`src/rtl/fetch_queue.sv`:
```
// fetch_queue: instruction fetch buffer between IF and ID.
// Holds {pc, instr} pairs in a small circular buffer, hands them to decode
// in order through valid/ready, holds the PC while the buffer is full and
// handles branch redirects, optionally keeping one delay-slot instruction.
module fetch_queue #(
  parameter int          DEPTH    = 2,
  parameter int          ADDR_W   = 1,
  parameter logic [31:0] RESET_PC = 32'h0000_3000
) (
  input  logic              clk,
  input  logic              reset,
  input  logic              if_valid,
  input  logic [31:0]       if_pc,
  input  logic [31:0]       if_instr,
  output logic              if_stall,
  input  logic              id_ready,
  output logic              id_valid,
  output logic [31:0]       id_pc,
  output logic [31:0]       id_pc8,
  output logic [31:0]       id_instr,
  input  logic              flush,
  input  logic              flush_keep,
  output logic [ADDR_W:0]   count
);

  localparam logic [ADDR_W:0]   FULL_CNT = (ADDR_W + 1)'(DEPTH);
  localparam logic [ADDR_W:0]   ONE_CNT  = (ADDR_W + 1)'(1);
  localparam logic [ADDR_W:0]   ZERO_CNT = (ADDR_W + 1)'(0);
  localparam logic [ADDR_W-1:0] ONE_PTR  = ADDR_W'(1);

  logic [31:0]       pc_mem_q    [DEPTH];
  logic [31:0]       instr_mem_q [DEPTH];

  logic [ADDR_W-1:0] rd_ptr_q, rd_ptr_d;
  logic [ADDR_W-1:0] wr_ptr_q, wr_ptr_d;
  logic [ADDR_W:0]   count_q,  count_d;

  logic              push_s;
  logic              pop_s;
  logic              we_s;
  logic [ADDR_W-1:0] rd_after_pop_s;
  logic [ADDR_W:0]   remain_s;

  // Stall and valid come straight from the registered occupancy count,
  // so id_ready never reaches if_stall combinationally.
  assign if_stall = (count_q == FULL_CNT);
  assign id_valid = (count_q != ZERO_CNT);
  assign count    = count_q;

  assign push_s = if_valid & ~if_stall;
  assign pop_s  = id_valid & id_ready;

  // Head position and occupancy as they stand once this cycle's pop is taken.
  assign rd_after_pop_s = pop_s ? (rd_ptr_q + ONE_PTR) : rd_ptr_q;
  assign remain_s       = count_q - {{ADDR_W{1'b0}}, pop_s};

  // Next pointer/count state; flush overrides the normal push/pop update.
  always_comb begin
    rd_ptr_d = rd_ptr_q;
    wr_ptr_d = wr_ptr_q;
    count_d  = count_q;
    we_s     = 1'b0;
    if (flush) begin
      if (flush_keep) begin
        if (remain_s != ZERO_CNT) begin
          // Oldest entry left after the pop is the delay slot.
          rd_ptr_d = rd_after_pop_s;
          wr_ptr_d = rd_after_pop_s + ONE_PTR;
          count_d  = ONE_CNT;
        end else if (push_s) begin
          // Nothing queued survives; the incoming fetch is the delay slot.
          we_s     = 1'b1;
          rd_ptr_d = wr_ptr_q;
          wr_ptr_d = wr_ptr_q + ONE_PTR;
          count_d  = ONE_CNT;
        end else begin
          rd_ptr_d = wr_ptr_q;
          wr_ptr_d = wr_ptr_q;
          count_d  = ZERO_CNT;
        end
      end else begin
        rd_ptr_d = wr_ptr_q;
        wr_ptr_d = wr_ptr_q;
        count_d  = ZERO_CNT;
      end
    end else begin
      we_s     = push_s;
      rd_ptr_d = rd_after_pop_s;
      if (push_s) begin
        wr_ptr_d = wr_ptr_q + ONE_PTR;
      end else begin
        wr_ptr_d = wr_ptr_q;
      end
      count_d  = count_q + {{ADDR_W{1'b0}}, push_s} - {{ADDR_W{1'b0}}, pop_s};
    end
  end

  // Pointer and occupancy registers with synchronous reset.
  always_ff @(posedge clk) begin
    if (reset) begin
      rd_ptr_q <= '0;
      wr_ptr_q <= '0;
      count_q  <= '0;
    end else begin
      rd_ptr_q <= rd_ptr_d;
      wr_ptr_q <= wr_ptr_d;
      count_q  <= count_d;
    end
  end

  // Entry storage; contents are don't-care until written, so no reset.
  always_ff @(posedge clk) begin
    if (we_s) begin
      pc_mem_q[wr_ptr_q]    <= if_pc;
      instr_mem_q[wr_ptr_q] <= if_instr;
    end
  end

  // Head-of-queue output mux; an empty queue shows a nop at RESET_PC.
  always_comb begin
    if (id_valid) begin
      id_pc    = pc_mem_q[rd_ptr_q];
      id_instr = instr_mem_q[rd_ptr_q];
    end else begin
      id_pc    = RESET_PC;
      id_instr = 32'h0000_0000;
    end
  end

  assign id_pc8 = id_pc + 32'd8;

endmodule

```
`config.mk`:
```
export PLATFORM = sky130hd
export DESIGN_NAME = fetch_queue
export DESIGN_NICKNAME = d
export VERILOG_FILES = /design/src/rtl/fetch_queue.sv
export SDC_FILE = /design/constraint.sdc
export NUM_CORES = 1
export LEC_CHECK = 0
export CAP_MARGIN = 20
export CORE_MARGIN = 10
export CORE_UTILIZATION = 48
export CTS_BUF_LIST = sky130_fd_sc_hd__clkbuf_8 sky130_fd_sc_hd__clkbuf_16
export CTS_CLUSTER_DIAMETER = 150
export DETAILED_ROUTE_END_ITERATION = 8
export GPL_ROUTABILITY_DRIVEN = 0
export GPL_TIMING_DRIVEN = 0
export PLACE_DENSITY = 0.81
export REMOVE_ABC_BUFFERS = 1
export SKIP_LAST_GASP = 1
export SYNTH_ARGS = -nofsm -noshare
export SYNTH_HDL_FRONTEND = slang
export SYNTH_SLANG_ARGS = --single-unit
```
`constraint.sdc`:
```
create_clock -name clk -period 3.9 [get_ports clk]
set_clock_uncertainty 0.15 [all_clocks]
set_input_delay 1.17 -clock clk [delete_from_list [all_inputs] [get_ports clk]]
set_output_delay 1.17 -clock clk [all_outputs]
set_load 0.01 [all_outputs]
```
[Word-level counts from Yosys, hierarchy flattened]
Memory sizes are Yosys's and may differ from the RTL's. A register that Yosys moved wholly into a read port is not among the register bits.
Index checks and enable logic that the tools add are counted.
Cells by class
  add/subtract/negate cells: 7
  eq/ne operators: 2
  mux-type cells: 22
  bitwise logic cells: 3
  reduce and logical (&&, ||, !) cells: 2
Operators with widths (count)
  $mux W32: 2
  $add A32 B4 Y32 const B: 1
  $mux W1: 18
  $mux W2: 2
  $reduce_bool A2 Y1: 2
  $sub A2 B1 Y2: 2
  $add A1 B1 Y1 const B: 3
  $add A2 B1 Y2: 1
  $and A1 B1 Y1: 2
  $eq A2 B2 Y1 const B: 1
  $ne A2 B1 Y1 const B: 1
  $not A1 Y1: 1
Word-level totals
  flip-flop bits (word level): 4
  memory bits (writable): 128
  input bits: 70
  logic and storage cells: 41
  memories kept: 2
Memories
  instr_mem_q: depth 2, width 32, read ports 1, clocked after Yosys merged registers in 1, wr ports 1, RTL line 32  | logic [31:0] instr_mem_q [DEPTH];
  pc_mem_q: depth 2, width 32, read ports 1, clocked after Yosys merged registers in 1, wr ports 1, RTL line 31  | logic [31:0] pc_mem_q [DEPTH];

[Longest topological paths before layout]
Gate-level depths: netlist of the first run.
  depth in word-level cells: 9
  gate-level depth with buffers: 11
  mapped depth without buffers: 8

[Least setup slack after synthesis of the first run]
No wires, ideal clock.
  kind: register to output
  start: register count_q[0] (netlist: count[0])
  end: output id_pc8[29]
  arrival: 2820 ps
  data required time: 2580 ps
  setup slack: -240 ps
  cell stages (with the launch flop): 12
  path buffers: 4
  cell sequence: dfxtp_1 > nor2_1 > buf_2 > buf_2 > buf_2 > buf_2 > nor2_1 > ha_1 > nor4b_4 > nand4_4 > nor4b_4 > xor2_1
On the way
  longest elaborated chain between the ends: 3
RTL lines
  start, declared: RTL line 36  | logic [ADDR_W:0] count_q, count_d;
  start signal, assigned: RTL line 107  | count_q <= count_d;
  $reduce_bool A2 Y1: RTL line 47  | assign id_valid = (count_q != ZERO_CNT);
  $mux W32: RTL line 121  | if (id_valid) begin
  net id_pc[4]: RTL line 18  | output logic [31:0] id_pc,
  $add A32 B4 Y32: RTL line 130  | assign id_pc8 = id_pc + 32'd8;
  end, declared: RTL line 19  | output logic [31:0] id_pc8,
The timed path passes the listed nets, and every way through them passes these cells.

==> metrics.yaml, run 1 <==
critPathRequiredTime_ns: 2.58
hp-class: "reg2reg"
setup_viol: 12
cts_htree_levels: 4
fin_ws_ns: -0.232
worstPathMaxFanout: 4
outcome: "finished with violations"
numClockSinks: 132
clock_path_buffers: 2
finalHoldViolations: 0
utilization_pct: 74.7
worstPathArrival_ns: 2.81
grt.busiest_layer: "met2"
regToRegSetupSlack_ns: 1.56
grt_max_degree: 65
core_area_um2: 12000
cp-end-kind: "primary output"
routedWlPerCell_um: 20.1
grt_use_met1_pct: 20.1
grt_pass1_wl_um: 23900
grt_overflow: 0
rsz0062_at_grt: "true"
tritoncts: "done"
drive_gt1_share_pct: 22.0
ir_worst_vdd_v: 0.000376
power.leakage_nw: 3.32
synth_edf_count: 128
drt-total-wl_um: 15900
drv_cap: 0
met3_usage_pct: 8.26
tightest_slew_ns: 0.912
place_ws_ns: -1.09
dr.pass1.iters: 4
critPathKind: "reg2out"
finalMaxSlewViolations: 0
cts.clk_slew.worst_paths_ns: 0.06
ys_seq_area_share_pct: 66.7
port_buffers: 169
cts_made_buffers: 17
start_kind: "flop"
root_buffer: "clkbuf_16"
track_usage_pct: 18.5
syn_inst: 409
yosysWarnings: 0
fin_crit_sh_pct: 106
netlist_area_um2: 5880
ios: 170
diodes: 0
async_flop_share_pct: 0
rows: 40
synth_flop_cell: "edfxtp_1"
ys_ff_latch: 132
grt_use_met2_pct: 31.5
antenna_left: 0
pwr_density_cell_nw_per_um2: 464
antenna_found_initial: 2
maxSlewHeadroom_pct: 39.2
period_needed_ns: 4.13
violations: "negative setup slack"
die_y_um: 131
drcViolationCount: 0
max_freq_mhz: 242
routed_via_density: 5.29
grt_pass1_vias: 4463
dieArea_um2: 17100
nets: 702
synth_area_per_cell_um2: 14.4
syn_to_final_growth_pct: 52.4
ys_types: 41
vias: 4172
dp_hpwl_um: 9990
setup_tns_ns: -1.55
die_x_um: 131
worstSkewPairLatency_ns: 0.40
start_util_pct: 49.0
first_iter_violations: 218
## where the power goes
group          switching, mW  leakage, nW  internal [mW]
Sequential            0.0325         1.22           1.66
Combinational          0.381         1.80          0.389
Clock                  0.572        0.303           1.13
Total                  0.986         3.32           3.17
## Yosys cell counts (all sizes together), types with 6 or more instances
| master | number | area (um^2) |
|---|---|---|
| nand3 | 12 | 65.1 |
| nor2 | 71 | 272 |
| xnor2 | 12 | 105 |
| a21oi | 7 | 35.0 |
| mux2i | 64 | 644 |
| nor3 | 12 | 65.1 |
| nand3b | 6 | 45.0 |
| nand4 | 6 | 52.6 |
| xor2 | 18 | 158 |
| buf | 20 | 140 |
| edfxtp | 128 | 3840 |
| nand2 | 9 | 33.8 |
| inv | 9 | 33.8 |
## placed cells by master, fill, tap and decap left out, types with 3 or more instances in the layout
cell | Yosys | final
clkbuf_16 | 0 | 17
clkinv_1 | 0 | 4
clkdlybuf4s50_1 | 0 | 149
nor2_1 | 69 | 62
buf_4 | 5 | 33
xor2_1 | 18 | 18
xnor2_1 | 12 | 12
buf_12 | 1 | 4
nor3_2 | 1 | 6
nor3_1 | 11 | 4
a21oi_1 | 7 | 7
nand2_1 | 9 | 8
edfxtp_1 | 128 | 128
nand2b_1 | 3 | 3
nand3_1 | 11 | 9
nor2_2 | 2 | 8
nand4_1 | 5 | 5
inv_1 | 9 | 9
clkbuf_2 | 0 | 4
bufinv_16 | 0 | 5
nor4_4 | 0 | 4
nand3_2 | 1 | 3
buf_2 | 12 | 11
mux2i_1 | 63 | 59
and2_4 | 0 | 3
nand3b_1 | 6 | 6
buf_6 | 2 | 11
mux2i_2 | 1 | 4
## stage by stage
stage / power (mW) / hold WS, ns / instance area, um^2 / std cells
after floorplan: 2.04 / 0.329 / 5740 / 388
after global placement: 2.41 / 0.356 / 7620 / 704
after detailed placement: 2.41 / 0.385 / 7710 / 707
after CTS: 4.16 / 0.397 / 8780 / 775
after global routing: 4.30 / 0.424 / 8970 / 789
final: 4.16 / 0.407 / 8970 / 789
## registers in the layout (all words and copies together) (netlist names)
signal       count
instr_mem_q     64
pc_mem_q        64
count            2
rd_ptr_q         1
wr_ptr_q         1
## final timing paths
path | from | end | depth (start not counted)
setup reg to reg | count[1]$_SDFF_PP0_ | pc_mem_q[0][31]$_DFFE_PP_ | 4
hold reg to reg | wr_ptr_q$_SDFFE_PP0P_ | rd_ptr_q$_SDFF_PP0_ | 2
hold / removal | wr_ptr_q$_SDFFE_PP0P_ | rd_ptr_q$_SDFF_PP0_ | 2
setup / recovery | rd_ptr_q$_SDFF_PP0_ | id_pc8[29] | 12
## area by class of cell
cell class	count	area, um^2
Clock buffer	17	425
Clock inverter	15	211
Fill cell	750	3040
Inverter	9	33.8
Multi-Input combinational cell	248	1990
Sequential cell	132	3930
Tap cell	147	184
Timing Repair Buffer	221	2190
## logic make-up (layout without fill, tap and decap cells)
family / count (synthesis) / count (layout) / share of synthesized area [%]
buffers and inverters: 30 / 262 / 3.02
and+or+nand+nor: 130 / 131 / 11.5
xor gates and xnor gates: 30 / 30 / 4.47
DFF: 132 / 132 / 66.7
muxes: 64 / 64 / 11.0
AOI/OAI and AO/OA: 20 / 20 / 2.76
adders and majority gates: 3 / 3 / 0.638
## worst max-delay path, cell delays in order, from the launching register on
cell	delay (ns)
dfxtp_4	0.37
buf_6	0.14
mux2i_4	0.19
nor2_2	0.12
ha_2	0.20
nor4b_4	0.21
buf_4	0.17
nand4_4	0.14
buf_6	0.18
buf_6	0.11
nor4b_4	0.25
xor2_1	0.17
buf_2	0.15
## metal layers
| layer | vias up | routed length (um) |
|---|---|---|
| met1 | 2054 | 5970 |
| met3 | 13 | 1450 |
| met5 | - | 0 |
| met2 | 159 | 8320 |
| met4 | 0 | 153 |
| li1 | 1946 | - |
## what timing repair did
action | in CTS | in global routing
pin swaps | 18 | 15
buffers inserted | 33 | 14
endpoints found under the setup margin | 30 | 22
resized for setup | 72 | 41
endpoints found under the hold margin | 0 | 0
cloned | 3 | 0
hold buffers | 0 | 0
(Power assumes the default switching activity.)
==> run 2, diff against run 1 <==
Settings changed: CELL_PAD_IN_SITES_DETAIL_PLACEMENT set to 1, CELL_PAD_IN_SITES_GLOBAL_PLACEMENT set to 2, CORE_UTILIZATION 48 to 32, PLACE_DENSITY 0.81 to not set, PLACE_DENSITY_LB_ADDON set to 0.1.
==> run 2 against run 1 <==
The run still ends with negative setup slack left. Maximum frequency grew 2.8%. Sequential power about the same. Wire length is 9.6% higher.
==> metrics.yaml, run 2 (synthesis gave the netlist of run 1 again) <==
grt_overflow: 0
rows: 49
crit_chain: "buf_8 > buf_16 > nand3b_1 > a211oi_4 > buf_6 > o2111ai_4 > buf_6 > nor4_4 > xor2_1 > buf_2"
dr.pass1.iters: 4
startpoint: "rd_ptr_q$_SDFF_PP0_"
r2r_end: "instr_mem_q[1][22]$_DFFE_PP_"
nets: 693
port_buffers: 169
regToRegSetupSlack_ns: 1.69
worstSkewPairLatency_ns: 0.41
final_cell_mix: "clkdlybuf4s50_1 (145), edfxtp_1 (128), nor2_1 (65)"
fin_crit_sh_pct: 103
antenna_found_initial: 1
worstSetupEndpoint: "id_pc8[25]"
critPathKind: "reg2out"
cp_num_buf_inv: 5
drt-total-wl_um: 17400
drv_cap: 0
hp-class: "reg2reg"
critPathRequiredTime_ns: 2.58
placed_area_um2: 7840
clock_path_buffers: 2
nFillCells: 1804
rsz0062_at_grt: "true"
dp_hpwl_um: 11500
grt_use_met1_pct: 15.5
start_kind: "flop"
cts_hold_buf: 0
drcViolationCount: 0
core_area_um2: 18000
ios: 170
crit_slowest_cell: "dfxtp_4"
worstPathArrival_ns: 2.70
grt_max_degree: 36
cts.clk_slew.worst_paths_ns: 0.06
numClockSinks: 132
cts_made_buffers: 17
met3_usage_pct: 6.70
r2r_start: "count[1]$_SDFF_PP0_"
start_util_pct: 32.6
vias: 4114
tightest_slew_ns: 0.525
period_needed_ns: 4.02
track_usage_pct: 14.0
grt_pass1_vias: 4594
violations: "negative setup slack"
routed_via_density: 4.77
maxSlewHeadroom_pct: 65.0
rr_worst_depth: 5
path_depth: 10
utilization_pct: 49.3
tritoncts: "done"
grt_use_met2_pct: 24.0
diodes: 0
outcome: "finished with violations"
die_x_um: 156
grt_pass1_wl_um: 26300
final_area_um2: 8880
path_common_cell: "buf_6"
pwr_density_cell_nw_per_um2: 453
root_buffer: "clkbuf_16"
worstPathMaxFanout: 10
first_iter_violations: 162
power.leakage_nw: 3.22
antenna_left: 0
syn_to_final_growth_pct: 50.9
finalMaxSlewViolations: 0
drive_gt1_share_pct: 21.2
routedWlPerCell_um: 20.2
cp-end-kind: "primary output"
cts_htree_levels: 4
max_stage_delay_ns: 0.37
final_common_cell: "clkdlybuf4s50_1"
ir_worst_vdd_v: 0.000305
grt.busiest_layer: "met2"
max_freq_mhz: 249
finalHoldViolations: 0
crit_family: "buffers and inverters"
die_y_um: 156
dieArea_um2: 24200
fin_ws_ns: -0.119
setup_viol: 7
-- run 2: timing repair --
item,CTS,global route
setup endpoints to repair,35,21
buffers inserted,19,18
resized for setup,102,19
pin swaps,13,8
cloned,2,0
-- run 2: where the power goes --
part	total [mW]	switching (mW)	leakage (nW)	internal (mW)
logic	0.767	0.385	1.72	0.382
clock network	1.57	0.627	0.286	0.945
registers	1.68	0.0301	1.22	1.65
-- run 2: per-layer routing --
metal	up-vias	wire length [um]
met5	-	8
met4	2	133
met3	14	1410
met2	120	8810
met1	2040	7050
li1	1938	-
-- run 2: worst min-delay path, delay by kind of cell (launching register included) --
kind,cells,cell delay (ns)
AOI/OAI and AO/OA,1,0.07
buffers and inverters,1,0.08
DFF,1,0.35
-- run 2: through the flow --
| stage | instances | total power [mW] | setup WS [ns] | hold slack (ns) | setup TNS, ns |
|---|---|---|---|---|---|
| 2_1_floorplan | 388 | 2.04 | -2.30 | 0.329 | -106.19 |
| 3_3_place_gp | 786 | 2.44 | -5.34 | 0.368 | -544.88 |
| 3_5_place_dp | 791 | 2.44 | -1.07 | 0.390 | -17.35 |
| 4_1_cts | 844 | 4.06 | -0.192 | 0.399 | -0.977 |
| 5_1_grt | 862 | 4.20 | -0.254 | 0.445 | -2.85 |
| 6_report | 862 | 4.02 | -0.119 | 0.399 | -0.410 |
-- run 2: final cells by class --
type | count | area (um^2) | area share, %
flip-flops and latches | 132 | 3930 | 44.3
clock inverters | 15 | 155 | 1.75
clock buffers | 17 | 425 | 4.79
well taps | 229 | 287 | 3.23
multi-input cells | 247 | 1930 | 21.7
inverters | 9 | 33.8 | 0.380
repair buffers | 213 | 2110 | 23.8
-- run 2: worst min-delay path by stage --
| stage | start | end | cells after the start |
|---|---|---|---|
| 6_report | wr_ptr_q$_SDFFE_PP0P_ | rd_ptr_q$_SDFF_PP0_ | 2 |
| 5_1_grt | wr_ptr_q$_SDFFE_PP0P_ | rd_ptr_q$_SDFF_PP0_ | 2 |
| 4_1_cts | wr_ptr_q$_SDFFE_PP0P_ | rd_ptr_q$_SDFF_PP0_ | 2 |
| 3_5_place_dp | wr_ptr_q$_SDFFE_PP0P_ | rd_ptr_q$_SDFF_PP0_ | 2 |
| 3_3_place_gp | wr_ptr_q$_SDFFE_PP0P_ | rd_ptr_q$_SDFF_PP0_ | 2 |
| 2_1_floorplan | wr_ptr_q$_SDFFE_PP0P_ | rd_ptr_q$_SDFF_PP0_ | 2 |
